File: config.mk
export PLATFORM = sky130hd
export DESIGN_NAME = imem_loader
export DESIGN_NICKNAME = d
export VERILOG_FILES = /design/src/rtl/imem_loader_pkg.sv /design/src/rtl/imem_loader_word_asm.sv /design/src/rtl/imem_loader.sv
export SDC_FILE = /design/constraint.sdc
export NUM_CORES = 1
export LEC_CHECK = 0
export CAP_MARGIN = 40
export CELL_PAD_IN_SITES_DETAIL_PLACEMENT = 0
export CELL_PAD_IN_SITES_GLOBAL_PLACEMENT = 1
export CORE_MARGIN = 4
export CORE_UTILIZATION = 41
export CTS_BUF_LIST = sky130_fd_sc_hd__clkbuf_2 sky130_fd_sc_hd__clkbuf_4 sky130_fd_sc_hd__clkbuf_8
export DETAILED_ROUTE_END_ITERATION = 8
export GPL_TIMING_DRIVEN = 0
export PLACE_DENSITY = 0.86
export SLEW_MARGIN = 20
export SYNTH_ARGS = -nofsm -noshare
export SYNTH_HDL_FRONTEND = slang
export SYNTH_SLANG_ARGS = --single-unit
File: constraint.sdc
create_clock -name clk -period 3.25 [get_ports clk]
set_input_delay 0.975 -clock clk [delete_from_list [all_inputs] [get_ports clk]]
set_output_delay 0.975 -clock clk [all_outputs]
set_load 0.03 [all_outputs]
File: src/rtl/imem_loader_pkg.sv
// Shared types and constants for the instruction-memory boot loader.
package imem_loader_pkg;

  typedef enum logic [2:0] {
    ST_RX_LEN  = 3'd0,
    ST_RX_WORD = 3'd1,
    ST_WRITE   = 3'd2,
    ST_RX_CSUM = 3'd3,
    ST_DONE    = 3'd4,
    ST_ERR     = 3'd5
  } state_e;

  localparam int HDR_LEN        = 2;
  localparam int BYTES_PER_WORD = 4;
  localparam int DEFAULT_DEPTH  = 1024;

endpackage

File: src/rtl/imem_loader_word_asm.sv
// Little-endian 4-byte word assembler: each byte enters at the top and the word
// shifts down, so after four bytes the first byte sits in bits [7:0].
module loader_word_asm
  import imem_loader_pkg::*;
(
  input  logic        clk,
  input  logic        rst_n,
  input  logic        i_clr,
  input  logic        i_shift,
  input  logic [7:0]  i_byte,
  output logic [31:0] o_word,
  output logic        o_full
);

  localparam logic [1:0] LAST_BYTE = 2'(BYTES_PER_WORD - 1);

  logic [31:0] r_word;
  logic [1:0]  r_cnt;

  always_ff @(posedge clk or negedge rst_n) begin
    if (!rst_n) begin
      r_word <= 32'd0;
      r_cnt  <= 2'd0;
    end else if (i_clr) begin
      r_word <= 32'd0;
      r_cnt  <= 2'd0;
    end else if (i_shift) begin
      r_word <= {i_byte, r_word[31:8]};
      r_cnt  <= r_cnt + 2'd1;
    end
  end

  // High while the byte being shifted in completes the word.
  assign o_full = i_shift && (r_cnt == LAST_BYTE);
  assign o_word = r_word;

endmodule

File: src/rtl/imem_loader.sv
// Boot-time instruction memory loader: length header + little-endian words over
// a byte stream, holding the core in reset until done. Optional trailing XOR
// checksum byte is enabled with the LOADER_CSUM_EN macro.
// Handshake: a byte moves on a rising clk edge when in_valid && in_ready;
// in_ready depends only on the current state, never on in_valid.
module imem_loader
  import imem_loader_pkg::*;
#(
  parameter int DEPTH = DEFAULT_DEPTH,
  parameter int AW    = 32
) (
  input  logic          clk,
  input  logic          rst_n,
  input  logic          in_valid,
  input  logic [7:0]    in_data,
  output logic          in_ready,
  input  logic          start,
  output logic          we,
  output logic [AW-1:0] wa,
  output logic [31:0]   wd,
  output logic          cpu_hold,
  output logic          done,
  output logic          err,
  output logic [2:0]    o_dbg_state
);

  localparam logic [15:0] DEPTH16  = 16'(DEPTH);
  localparam logic        HDR_LAST = 1'(HDR_LEN - 1);

  state_e        r_state;
  logic          r_hdr_cnt;
  logic [15:0]   r_len;
  logic [15:0]   r_idx;
  logic          r_we;
  logic [AW-1:0] r_wa;
  logic          r_hold;
  logic          r_done;
  logic          r_err;
`ifdef LOADER_CSUM_EN
  logic [7:0]    r_csum;
`endif

  logic          w_accept;
  logic          w_restart;
  logic          w_shift;
  logic          w_full;
  logic [15:0]   w_len;
  logic [31:0]   w_word;

  assign in_ready  = (r_state == ST_RX_LEN) || (r_state == ST_RX_WORD) ||
                     (r_state == ST_RX_CSUM);
  assign w_accept  = in_valid && in_ready;
  assign w_restart = start && ((r_state == ST_DONE) || (r_state == ST_ERR));
  assign w_shift   = w_accept && (r_state == ST_RX_WORD);
  assign w_len     = {in_data, r_len[7:0]};

  loader_word_asm u_word_asm (
    .clk     (clk),
    .rst_n   (rst_n),
    .i_clr   (w_restart),
    .i_shift (w_shift),
    .i_byte  (in_data),
    .o_word  (w_word),
    .o_full  (w_full)
  );

  always_ff @(posedge clk or negedge rst_n) begin
    if (!rst_n) begin
      r_state   <= ST_RX_LEN;
      r_hdr_cnt <= 1'b0;
      r_len     <= 16'd0;
      r_idx     <= 16'd0;
      r_we      <= 1'b0;
      r_wa      <= '0;
      r_hold    <= 1'b1;
      r_done    <= 1'b0;
      r_err     <= 1'b0;
`ifdef LOADER_CSUM_EN
      r_csum    <= 8'd0;
`endif
    end else begin
      r_we <= 1'b0;
`ifdef LOADER_CSUM_EN
      if (w_accept && (r_state != ST_RX_CSUM)) r_csum <= r_csum ^ in_data;
`endif
      case (r_state)
        ST_RX_LEN: begin
          if (w_accept) begin
            if (r_hdr_cnt != HDR_LAST) begin
              r_len[7:0] <= in_data;
              r_hdr_cnt  <= r_hdr_cnt + 1'b1;
            end else begin
              r_hdr_cnt <= 1'b0;
              r_len     <= w_len;
              if (w_len == 16'd0) begin
`ifdef LOADER_CSUM_EN
                r_state <= ST_RX_CSUM;
`else
                r_state <= ST_DONE;
                r_done  <= 1'b1;
                r_hold  <= 1'b0;
`endif
              end else if (w_len > DEPTH16) begin
                r_state <= ST_ERR;
                r_err   <= 1'b1;
              end else begin
                r_state <= ST_RX_WORD;
              end
            end
          end
        end
        ST_RX_WORD: begin
          // The word register is complete at this edge, so we/wa line up with wd.
          if (w_full) begin
            r_state <= ST_WRITE;
            r_we    <= 1'b1;
            r_wa    <= AW'({r_idx, 2'b00});
          end
        end
        ST_WRITE: begin
          r_idx <= r_idx + 16'd1;
          if (r_idx == r_len - 16'd1) begin
`ifdef LOADER_CSUM_EN
            r_state <= ST_RX_CSUM;
`else
            r_state <= ST_DONE;
            r_done  <= 1'b1;
            r_hold  <= 1'b0;
`endif
          end else begin
            r_state <= ST_RX_WORD;
          end
        end
        ST_RX_CSUM: begin
`ifdef LOADER_CSUM_EN
          if (w_accept) begin
            if (in_data == r_csum) begin
              r_state <= ST_DONE;
              r_done  <= 1'b1;
              r_hold  <= 1'b0;
            end else begin
              r_state <= ST_ERR;
              r_err   <= 1'b1;
            end
          end
`else
          r_state <= ST_ERR;
          r_err   <= 1'b1;
`endif
        end
        ST_DONE, ST_ERR: begin
          if (w_restart) begin
            r_state   <= ST_RX_LEN;
            r_hdr_cnt <= 1'b0;
            r_idx     <= 16'd0;
            r_hold    <= 1'b1;
            r_done    <= 1'b0;
            r_err     <= 1'b0;
`ifdef LOADER_CSUM_EN
            r_csum    <= 8'd0;
`endif
          end
        end
        default: begin
          r_state <= ST_RX_LEN;
        end
      endcase
    end
  end

  assign we          = r_we;
  assign wa          = r_wa;
  assign wd          = w_word;
  assign cpu_hold    = r_hold;
  assign done        = r_done;
  assign err         = r_err;
  assign o_dbg_state = r_state;

endmodule
Word-level counts from Yosys, hierarchy flattened
Cells that the tools add are included.

storage, ports and cells
  word-level logic and storage cells = 92
  input bits = 12
  register bits after elaboration = 90

operators by class
  bitwise operators = 1
  multiplexer cells = 36
  equal/unequal tests = 15
  order comparisons = 1
  add/sub/neg operators = 4
  reduce and logical (&&, ||, !) cells = 23

operators by type and width
  cell                                                   number
  two-way mux 32 bit                                     2
  one-hot mux 16 bit (2 select lines)                    1
  two-way mux 3 bit                                      7
  two-way mux 1 bit                                      18
  adder 16 x 1 -> 16 bit, second input constant          1
  equality test 16 bit                                   1
  > comparator 16 x 11 -> 1 bit, second input constant   1
  zero test 16 bit                                       1
  two-way mux 16 bit                                     1
  subtractor 16 x 1 -> 16 bit, second input constant     1
  one-hot mux 3 bit (5 select lines)                     1
  AND reduction 6 bit                                    2
  one-hot mux 1 bit (3 select lines)                     3
  AND reduction 3 bit                                    3
  inequality test 2 x 1 -> 1 bit, second input constant  4
  inequality test 2 bit, second input constant           4
  equality test 3 x 2 -> 1 bit, second input constant    2
  equality test 3 bit, second input constant             2
  nonzero test 2 bit                                     3
  nonzero test 3 bit                                     2
  logical AND 1 bit                                      4
  two-way mux 2 bit                                      2
  AND reduction 2 bit                                    2
  AND reduction 4 bit                                    1
  other kinds (9)                                        11

Logic depth before layout (Yosys ltp)
  depth in word-level cells = 8
  mapped depth = 9
  gate-level depth less buffers = 9

Modules after synthesis
Synthesis repeated with hierarchy kept, for this count alone.

unflattened totals
  cells, all modules = 425
  area, all modules = 4585.6 um^2

modules (own cells, without submodules)
  module           cells an instance  sequential area each (um^2)  times used  area an instance (um^2)
  imem_loader      313                1402.6                       1           3158.0
  loader_word_asm  112                850.8                        1           1427.6

Worst setup path before layout
OpenSTA, ideal clock, no wires.

  path kind = input-to-reg
  from = input port in_data[4]
  to = register r_hold (netlist: cpu_hold)
  setup time = 0.078 ns
  slack = 0.645 ns
  required time = 3.172 ns
  arrival time = 2.526 ns
  stages on the path = 6
  cell sequence = or4_1 > nor2_1 > inv_1 > o31a_1 > or3_1 > a31o_1

between the ends
  longest elaborated chain between the ends = 3

RTL lines
  element                                   RTL line            text
  from (decl)                               imem_loader.sv:15   input logic [7:0] in_data,
  zero test 16 bit                          imem_loader.sv:95   if (w_len == 16'd0) begin
  inequality test 2 x 1 -> 1 bit (no line)  --
  AND reduction 6 bit (no line)             --
  to (signal assigned)                      imem_loader.sv:75   r_hold <= 1'b1;
  to (signal assigned)                      imem_loader.sv:101  r_hold <= 1'b0;
  to (signal assigned)                      imem_loader.sv:128  r_hold <= 1'b0;
  to (decl)                                 imem_loader.sv:36   logic r_hold;

No other way between the ends.
A chain may end at the register's enable or synchronous reset.

Worst setup path after layout
  from = register r_state[0] (netlist: o_dbg_state[0])
  to = output port in_ready

between the ends
  longest elaborated chain between the ends = 3

RTL lines
  element                                                          RTL line            text
  from (decl)                                                      imem_loader.sv:30   state_e r_state;
  from (signal assigned)                                           imem_loader.sv:69   r_state <= ST_RX_LEN;
  from (signal assigned)                                           imem_loader.sv:99   r_state <= ST_DONE;
  from (signal assigned)                                           imem_loader.sv:104  r_state <= ST_ERR;
  equality test 3 x 1 -> 1 bit or zero test 3 bit (tied branches)  imem_loader.sv:50   assign in_ready = (r_state == ST_RX_LEN) || (r_state == ST_RX_WORD) ||
  logical OR 1 bit                                                 imem_loader.sv:50
  logical OR 1 bit (*)                                             imem_loader.sv:50
  to (decl)                                                        imem_loader.sv:16   output logic in_ready,

Mark *: on every way between the ends. The rest lies on a longest branch, timed or not.

==> impl_metrics.csv <==
group,metric,value,unit
layout,fin_area,0.005504,mm²
worst_hold_path,hold_path.class,"flip-flop to flip-flop",
sta,drv_slew,0,
grt,grt_usage,16.74,%
power,switching_share,42.62,%
critical_path,crit_start,"o_dbg_state[0]",
critical_path,worst_setup_path_start_kind,"flip-flop",
grt,overflow,0,
die,ioPinCount,84,
placement,dp_cells,659,
die,dieHeight,111.6,µm
critical_path,cp.arrival,2.04,ns
clocking,cts.repair.resized,0,
yosys,synth.largest_area_cell,"dfrtp_1",
clocking,cts_tree,"yes",
layout,multi_input_area,0.001963,mm²
routing,vias,3395,
yosys,yosysSeqAreaShare,51.21,%
placement,routabilityCongestion,0.8192,
power,seq_power_share,38.6,%
clocking,cts-root-buf,"clkbuf_8",
critical_path,critPathMaxFanout,10,
routing,final_antenna_net_count,0,
grt,grt_max_degree,60,
sta,max_slew.worst_pin.slew,0.6612,ns
yosys,syn_area_per_cell,9.978,µm²
power,total_power,4.557,mW
run,cap_violations,0,
yosys,synthTopCellsByArea,"dfrtp_1, mux2_2, nand2_1",
routing,routed-wl-met2,4658,µm
sta,fin_crit_sh,92.77,%
critical_path,crit_chain,"clkbuf_1 -> inv_1 -> a21oi_1 -> clkdlybuf4s50_1",
layout,final_cells,675,
layout,mostFrequentLayoutCells,"dfrtp_1, nand2_1, clkdlybuf4s50_1",
clocking,clk_latency,0.36,ns
placement,placed_area,0.005313,mm²
placement,dpl.hpwl,7388,µm
routing,m1WireLength,4636,µm
die,dieArea,0.01245,mm²
clocking,cts_max_level,3,
clocking,cts_buffers,9,
layout,ff_latch_area,0.002253,mm²
yosys,synth_top_area_share,50.61,%
critical_path,rr_startpoint,"r_len[0]",
sta,fmax,331.7,MHz
routing,top_layer_used,"met4",
yosys,synth.distinct_cells,50,
routing,dr_wl_met3,409,µm
grt,antenna_found_initial,0,
critical_path,cp_slowest_cell,"clkdlybuf4s50_1",
placement,port_buffers,66,
routing,route.detailed.drc,0,
critical_path,cpPeakStageDelay,0.69,ns
clocking,clk_path_buf_depth,2,
routing,via_per_inst,5.030,
sta,clock_skew,0.01416,ns
sta,layout_min_cycle_time,3.015,ns
yosys,synth_cells,441,
clocking,cts_setup_buffers,0,
sta,grt_setup_unrepaired,"no",
die,initial_utilization,42.43,%
die,fp.coreArea,0.01037,mm²
sta,setup_viol,0,
layout,layout_commonest_cell,"dfrtp_1",
grt,grt_pass1_wl,17190,µm
layout,synthToLayoutAreaGrowth,25.08,%
clocking,cts.sinks,90,
power,internal_power,2.615,mW
critical_path,end_kind,"output port",
routing,wire_per_inst,14.64,µm
power,p_per_area,827.9,mW/mm²
yosys,synth-seq-cells,90,
clocking,cts_hold_buffers,0,
clocking,clkTransAtPathRegs,0.10,ns
worst_hold_path,hold_start,"wa[6]",
sta,finalHoldViolations,0,
power,pwr-share-comb,44.9,%
yosys,synth_edf_count,0,
yosys,syn-cell-area,0.004400,mm²
grt,grt_pass1_vias,3440,
yosys,synth_warnings,0,
sta,hold_slack,0.5153,ns
layout,antenna_cells,0,
layout,final_nets,549,
sta,max-slew-margin-rel,55.82,%
power,p_sw,1.942,mW
critical_path,critical_path_class,"flip-flop to output port",
routing,dr.pass1.iters,4,
power,pwr-share-clk,16.5,%
power,peakVddDrop,0.0005316,V
layout,drive_gt1_share,13.54,%
routing,dr.first_iter.drc_count,171,
run_status,outcome,"finished, final reports clean",
yosys,synth_top_flop_cell,"dfrtp_1",
layout,nFillCells,976,
critical_path,cp.required,2.27,ns
die,row_count,37,
die,die_w,111.6,µm
yosys,synth_async_sr_flop_share,100.0,%
power,p_leak,2.478,nW
routing,wl,9882,µm
[power by group through the flow]
stage	Clock, mW	Sequential [mW]	Combinational [mW]
4_1_cts	0.772	1.76	2.07
2_1_floorplan	0	2.05	1.07
3_3_place_gp	0	1.77	2.01
6_report	0.750	1.76	2.05
5_1_grt	0.826	1.82	2.26
3_5_place_dp	0	1.79	2.06
[critical path, delay by kind of cell (launching register included)]
family | cells | cell delay [ns]
buffers and inverters | 3 | 1.15
flip-flops | 1 | 0.38
AO/OA/AOI/OAI | 1 | 0.16
[layer usage]
metal  vias to the layer above  global-route usage [%]
met4                         0                   6.488
met2                        79                   26.82
met5                         -                       0
met3                        13                   2.500
met1                      1649                   23.02
li1                       1654                       -
[logic make-up after synthesis]
kind of cell	count (synthesis)	synth area share [%]
and+or+nand+nor	164	17.60
DFF	90	51.21
AOI/OAI and AO/OA	62	8.332
buffers and inverters	48	5.459
xor gates and xnor gates	38	7.563
muxes	35	8.900
adders and majority gates	3	0.8531
other	1	0.08522
[layout make-up]
cell class,count,area share [%]
multi-input cells,318,35.67
inverters,10,0.6820
clock buffers,9,2.251
plain buffers,38,3.683
clock inverters,7,1.228
well taps,136,3.092
repair buffers,67,12.46
flip-flops and latches,90,40.94
[final timing paths]
path / end / slack, ns / depth (start not counted)
setup / recovery: in_ready / 0.23 / 4
hold / removal: wa[6] / 0.52 / 1
setup reg to reg: o_dbg_state[0] / 0.36 / 9
hold reg to reg: wa[6] / 0.52 / 1
max in group asynchronous: r_len[1] / 2.08 / 2
min in group asynchronous: wa[13] / 0.54 / 1
[per-stage QoR]
stage               setup TNS [ns]  utilization [%]  setup WS (ns)
CTS                              0            53.08         0.2184
global route                     0            53.08        0.08810
detailed placement         -0.2954            51.23        -0.1079
floorplan                        0                -         0.6454
global placement           -179.13            50.99         -2.007
finish                           0            53.08         0.2348
[Yosys cell counts, drive strengths merged, types with 3 or more instances]
cell type  instances
xor2              20
nor2b              5
a21oi             42
nand4              5
clkbuf            22
nand3             10
buf               16
inv               10
a31oi              3
dfrtp             89
nor4               3
mux2              33
and3               9
ha                 3
nand2b             3
nor2              28
nor3               9
nand2             80
xnor2             18
[flip-flops by register name, summed over array words and instances, names as in the netlist]
register,flops
o_dbg_state,3
u_word_asm.o_word,32
err,1
cpu_hold,1
u_word_asm.r_cnt,2
done,1
r_hdr_cnt,1
r_len,16
r_idx,16
we,1
wa,16
No activity file was read; power rests on OpenSTA's default activity.
